**config.mk**
```make
export PLATFORM = sky130hd
export DESIGN_NAME = pc_select_flat
export DESIGN_NICKNAME = d
export VERILOG_FILES = /design/src/rtl/pc_select_pkg.sv /design/src/rtl/pc_select_if.sv /design/src/rtl/pc_select_redirect_hold.sv /design/src/rtl/pc_select.sv /design/src/flat_wrapper.sv
export SDC_FILE = /design/constraint.sdc
export NUM_CORES = 1
export LEC_CHECK = 0
export ABC_AREA = 0
export CORE_MARGIN = 4
export CORE_UTILIZATION = 40
export CTS_CLUSTER_SIZE = 16
export DETAILED_ROUTE_END_ITERATION = 10
export PLACE_DENSITY = 0.71
export SLEW_MARGIN = 25
export SYNTH_ARGS = -nofsm -noshare
export SYNTH_HDL_FRONTEND = slang
export SYNTH_HIERARCHICAL = 1
export SYNTH_SLANG_ARGS = --single-unit
```
**constraint.sdc**
```tcl
create_clock -name clk -period 4.9 [get_ports clk]
set_input_delay 0.98 -clock clk [delete_from_list [all_inputs] [get_ports clk]]
set_output_delay 0.98 -clock clk [all_outputs]
set_load 0.01 [all_outputs]
```
**src/rtl/pc_select_pkg.sv**
```systemverilog
// Shared fetch-side pipeline types: reset vector, pending redirect record and
// the fetch-stage PC bundle.
package pc_select_pkg;

  localparam logic [31:0] DEFAULT_RESET_PC = 32'hBFC0_0000;

  typedef struct packed {
    logic        valid;
    logic        is_exc;
    logic [31:0] pc;
  } redirect_t;

  typedef struct packed {
    logic [31:0] pc;
    logic        int_tag;
  } f_type_t;

endpackage

```
**src/rtl/pc_select_if.sv**
```systemverilog
// Signals between next-PC selection and its neighbours (fetch, decode, CP0).
interface pc_select_if;

  logic [31:0] pc_fetch;
  logic        pcf2;
  logic        stall_f;
  logic        br_valid;
  logic [31:0] br_target;
  logic        exc_valid;
  logic [31:0] exc_pc;
  logic        int_req;
  logic [31:0] f_pc;
  logic        f_int;
  logic        kill_d;
  logic        pend_valid;

  modport master (
    output pc_fetch, pcf2, stall_f, br_valid, br_target, exc_valid, exc_pc, int_req,
    input  f_pc, f_int, kill_d, pend_valid
  );

  modport slave (
    input  pc_fetch, pcf2, stall_f, br_valid, br_target, exc_valid, exc_pc, int_req,
    output f_pc, f_int, kill_d, pend_valid
  );

endinterface

```
**src/rtl/pc_select_redirect_hold.sv**
```systemverilog
// Holds a redirect that arrived while fetch could not advance; CP0 redirects
// outrank branches and a newer CP0 redirect replaces an older one.
module pc_select_redirect_hold
  import pc_select_pkg::*;
(
  input  logic        clk,
  input  logic        resetn,
  input  logic        advance_i,
  input  logic        exc_valid_i,
  input  logic [31:0] exc_pc_i,
  input  logic        br_valid_i,
  input  logic [31:0] br_target_i,
  output redirect_t   pend_o
);

  redirect_t pend_q, pend_d;

  always_comb begin
    pend_d = pend_q;
    if (advance_i) begin
      pend_d.valid  = 1'b0;
      pend_d.is_exc = 1'b0;
    end else if (exc_valid_i) begin
      pend_d.valid  = 1'b1;
      pend_d.is_exc = 1'b1;
      pend_d.pc     = exc_pc_i;
    end else if (br_valid_i && !pend_q.is_exc) begin
      // A branch behind a pending exception is wrong-path and is dropped.
      pend_d.valid = 1'b1;
      pend_d.pc    = br_target_i;
    end
  end

  always_ff @(posedge clk) begin
    if (!resetn) begin
      pend_q <= '0;
    end else begin
      pend_q <= pend_d;
    end
  end

  assign pend_o = pend_q;

endmodule

```
**src/rtl/pc_select.sv**
```systemverilog
// Next-PC selection and fetch PC register; redirects seen during a bus
// transaction are deferred so the PC only moves once fetch is free.
module pc_select
  import pc_select_pkg::*;
#(
  parameter logic [31:0] RESET_PC = DEFAULT_RESET_PC
) (
  input  logic        clk,
  input  logic        resetn,
  pc_select_if.slave  bus
);

  redirect_t pend;
  f_type_t   f_q, f_d;
  logic      exc_any;
  logic      advance;

  always_comb begin
    exc_any = bus.exc_valid | pend.is_exc;
    // CP0 redirects override the hazard stall but never an in-flight bus access.
    advance = ~bus.pcf2 & (~bus.stall_f | exc_any);

    f_d.int_tag = bus.int_req & ~exc_any;
    if (bus.exc_valid) begin
      f_d.pc = bus.exc_pc;
    end else if (pend.is_exc) begin
      f_d.pc = pend.pc;
    end else if (bus.br_valid) begin
      f_d.pc = bus.br_target;
    end else if (pend.valid) begin
      f_d.pc = pend.pc;
    end else begin
      f_d.pc = bus.pc_fetch;
    end
  end

  always_ff @(posedge clk) begin
    if (!resetn) begin
      f_q <= '{pc: RESET_PC, int_tag: 1'b0};
    end else if (advance) begin
      f_q <= f_d;
    end
  end

  pc_select_redirect_hold u_hold (
    .clk         (clk),
    .resetn      (resetn),
    .advance_i   (advance),
    .exc_valid_i (bus.exc_valid),
    .exc_pc_i    (bus.exc_pc),
    .br_valid_i  (bus.br_valid),
    .br_target_i (bus.br_target),
    .pend_o      (pend)
  );

  assign bus.f_pc       = f_q.pc;
  assign bus.f_int      = f_q.int_tag;
  assign bus.kill_d     = resetn & advance & exc_any;
  assign bus.pend_valid = pend.valid;

endmodule

```
**src/flat_wrapper.sv**
```systemverilog
// flat-port wrapper written by rule: the top's interface ports become plain ports
module pc_select_flat import pc_select_pkg::*;
#(
  parameter logic [31:0] RESET_PC = DEFAULT_RESET_PC
)
  (clk, resetn, bus_pc_fetch, bus_pcf2, bus_stall_f, bus_br_valid, bus_br_target, bus_exc_valid, bus_exc_pc, bus_int_req, bus_f_pc, bus_f_int, bus_kill_d, bus_pend_valid);
  pc_select_if bus_i ();
  input  logic clk;
  input  logic resetn;
  input wire logic [$bits(bus_i.pc_fetch)-1:0] bus_pc_fetch;
  input wire logic [$bits(bus_i.pcf2)-1:0] bus_pcf2;
  input wire logic [$bits(bus_i.stall_f)-1:0] bus_stall_f;
  input wire logic [$bits(bus_i.br_valid)-1:0] bus_br_valid;
  input wire logic [$bits(bus_i.br_target)-1:0] bus_br_target;
  input wire logic [$bits(bus_i.exc_valid)-1:0] bus_exc_valid;
  input wire logic [$bits(bus_i.exc_pc)-1:0] bus_exc_pc;
  input wire logic [$bits(bus_i.int_req)-1:0] bus_int_req;
  output wire logic [$bits(bus_i.f_pc)-1:0] bus_f_pc;
  output wire logic [$bits(bus_i.f_int)-1:0] bus_f_int;
  output wire logic [$bits(bus_i.kill_d)-1:0] bus_kill_d;
  output wire logic [$bits(bus_i.pend_valid)-1:0] bus_pend_valid;
  assign bus_i.pc_fetch = bus_pc_fetch;
  assign bus_i.pcf2 = bus_pcf2;
  assign bus_i.stall_f = bus_stall_f;
  assign bus_i.br_valid = bus_br_valid;
  assign bus_i.br_target = bus_br_target;
  assign bus_i.exc_valid = bus_exc_valid;
  assign bus_i.exc_pc = bus_exc_pc;
  assign bus_i.int_req = bus_int_req;
  assign bus_f_pc = bus_i.f_pc;
  assign bus_f_int = bus_i.f_int;
  assign bus_kill_d = bus_i.kill_d;
  assign bus_pend_valid = bus_i.pend_valid;
  pc_select #(.RESET_PC(RESET_PC)) u_core (.clk(clk), .resetn(resetn), .bus(bus_i));
endmodule
```
==> impl_metrics.toml <==
[clock_network]
cts_hold_buf = 0
clk_pin_slew_ns = 0.07
cts_buffers = 9
clock_path_buffers = 2
post_cts_resized = 0
htree_num_levels = 3
cts_tree = "built"
root_buffer = "clkbuf_8"
post-cts-setup-buffer-count = 0
clock_sinks = 67
clock_latency_ns = 0.34

[drt]
drt_wl_total_mm = 13.3
vias = 4204
drc = 0
routedWlPerCell_um = 17.1
ant_nets = 0
drtPass1Iterations = 5
via_per_inst = 5.40
drt_iter0_drc = 251

[setup_path]
critical_path_required_ns = 3.92
crit_path_start_kind = "register"
critPathCaptureType = "output pin"
path_class = "register to output pin"
critPathMaxFanout = 40
arrival_ns = 2.48

[synth]
synth_edf_count = 0
synth_simple_gate_area_share_pct = 13.1
ys_types = 39
synth_top_area_share_pct = 31.0
synth_most_common_cell = "nand2_1"
synthCells = 530
yosys-top-cells-count = "117 x nand2_1, 67 x dfxtp_1, 67 x mux2i_1"
synthTopCellsByArea = "dfxtp_1 31%, mux2i_1 15%, nand2_1 10%, mux2_2 8.8%, a21oi_1 7.2%"
synth_area_per_cell_um2 = 8.17
muxShareOfSynthArea_pct = 25.0
async_flop_share_pct = 0
synth_fp_nets = 633
seq_area_frac_synth_pct = 31.0
synth_xor_area_share_pct = 0
synth-seq-cells = 67
synth_top_family_by_area = "multiplexers"
synth_compound_area_share_pct = 22.8
synth_top_cell_by_area = "dfxtp_1"
yosysWarnings = 6
synthesis.area_um2 = 4330
synth_fa_ha_area_share_pct = 0
synthFlopType = "dfxtp_1"

[timing]
worst_slew_pin_slew_ns = 1.00
report.final.slew_viol_count = 0
fin_ws_ns = 1.44
fin_crit_ns = 3.46
hold_viol = 0
fin_crit_sh_pct = 70.7
fmax_mhz = 289
finalSetupTns_ns = 0
rsz0062_at_grt = "false"
fin_skew_ns = 0.00646
slew_headroom_pct = 33.2
finalSetupViolations = 0

[placed_design]
dp.cells = 760
place_ws_ns = 1.52
io_buffers = 137
place_hpwl_mm = 8.48
place.gp.congestion = 0.828
placed_cell_area_um2 = 5570

[pwr]
power_frac_comb_pct = 23.9
p_clk_share_pct = 37.4
p_switching_w = 0.000448
p_leak_nw = 2.31
power.switching_fraction_pct = 27.2
cellPowerDensity_nw_per_um2 = 281
peakVddDrop_mv = 0.164
seq_power_share_pct = 38.7
p_int_w = 0.00120

[layout]
stdcell_count = 778
stdcell_area_um2 = 5870
layout-drive-gt1-share_pct = 10.9
syn2layout_area_growth_pct = 35.5
fin_nets = 739

[global_route]
antenna_found_initial = 1
grt_pass1_vias = 4255
grt_pass1_wl_mm = 21.0
grt_start_max_net_pins = 101
overflow = 0
track_usage_pct = 20.1

[floorplanning]
core_um2 = 10400
fp.dieW_um = 112
rows = 37
die_area_um2 = 12600
io_pins = 138
die_y_um = 112
initial_utilization_pct = 41.6

[run_status]
status = "completed"

[job]
cap_violations = 0

[min_path]
hold_path.class = "register to register"
sequential cells by signal (all words and copies together), names as in the netlist:
name,cells
u_core/bus.f_int,1
u_core/u_hold/pend_o,34
u_core/bus.f_pc,32
cells by family after synthesis:
kind of cell           Yosys count
buffers and inverters           53
DFF                             67
AOI/OAI and AO/OA              167
and+or+nand+nor                140
muxes                          103
critical path, cell delays in order (launching register included):
cell,delay [ns]
dfxtp_2,1.00
nor2_4,0.36
nor2_1,0.19
clkdlybuf4s50_1,0.60
final cells by class:
class,instances,area (um^2)
clock buffer,10,128
tap,136,170
sequential,67,1350
fill,972,4550
multi-input combinational,410,2640
inverter,6,25.0
clock inverter,6,138
timing repair buffer,142,1420
antenna,1,2.50
stage by stage:
stage	hold slack [ns]	power (W)	utilization, %
floorplan	0.438	0.000869	-
global placement	0.451	0.00103	53.5
detailed placement	0.461	0.00104	53.5
CTS	0.470	0.00166	56.0
global route	0.493	0.00172	56.3
finish	0.469	0.00165	56.3
final timing paths:
path / startpoint / to / slack (ns) / cells past startpoint
worst max-delay path: u_core/u_hold/pend_o[32] / bus_kill_d / 1.44 / 3
worst min-delay path: u_core/u_hold/pend_o[31] / u_core/u_hold/pend_o[31] / 0.47 / 2
worst max register to register: u_core/u_hold/pend_o[32] / u_core/u_hold/pend_o[9] / 1.77 / 7
worst min register to register: u_core/u_hold/pend_o[31] / u_core/u_hold/pend_o[31] / 0.47 / 2
layout by cell type, fill, tap and decap left out, types with 3 or more instances in the layout:
master             n
nand2b_1           5
a211oi_1           6
o21ai_1            7
clkdlybuf4s50_1  134
nand2_1          117
o21ai_0           54
mux2i_1           67
mux2_2            34
dfxtp_1           65
nor2_1             9
inv_1              4
bufinv_16          4
clkbuf_8           9
a22o_1             3
a21oi_1           62
o21a_1            19
nor2b_1            3
buf_4              5
a32o_1             4
power groups by stage:
stage	clock [W]	sequential [W]	combinational, W
final	0.000616	0.000638	0.000395
after global routing	0.000653	0.000644	0.000428
after CTS	0.000626	0.000638	0.000392
after detailed placement	0	0.000650	0.000390
after global placement	0	0.000648	0.000381
after floorplan	0	0.000636	0.000233
routing by layer:
layer	wire length [um]	vias to the layer above	global-route usage [%]
met1	5840	1958	26.0
li1	-	2068	-
met2	6420	162	32.9
met5	0	-	0
met3	794	16	3.88
met4	242	0	8.17
No activity file was read; power rests on OpenSTA's default activity.
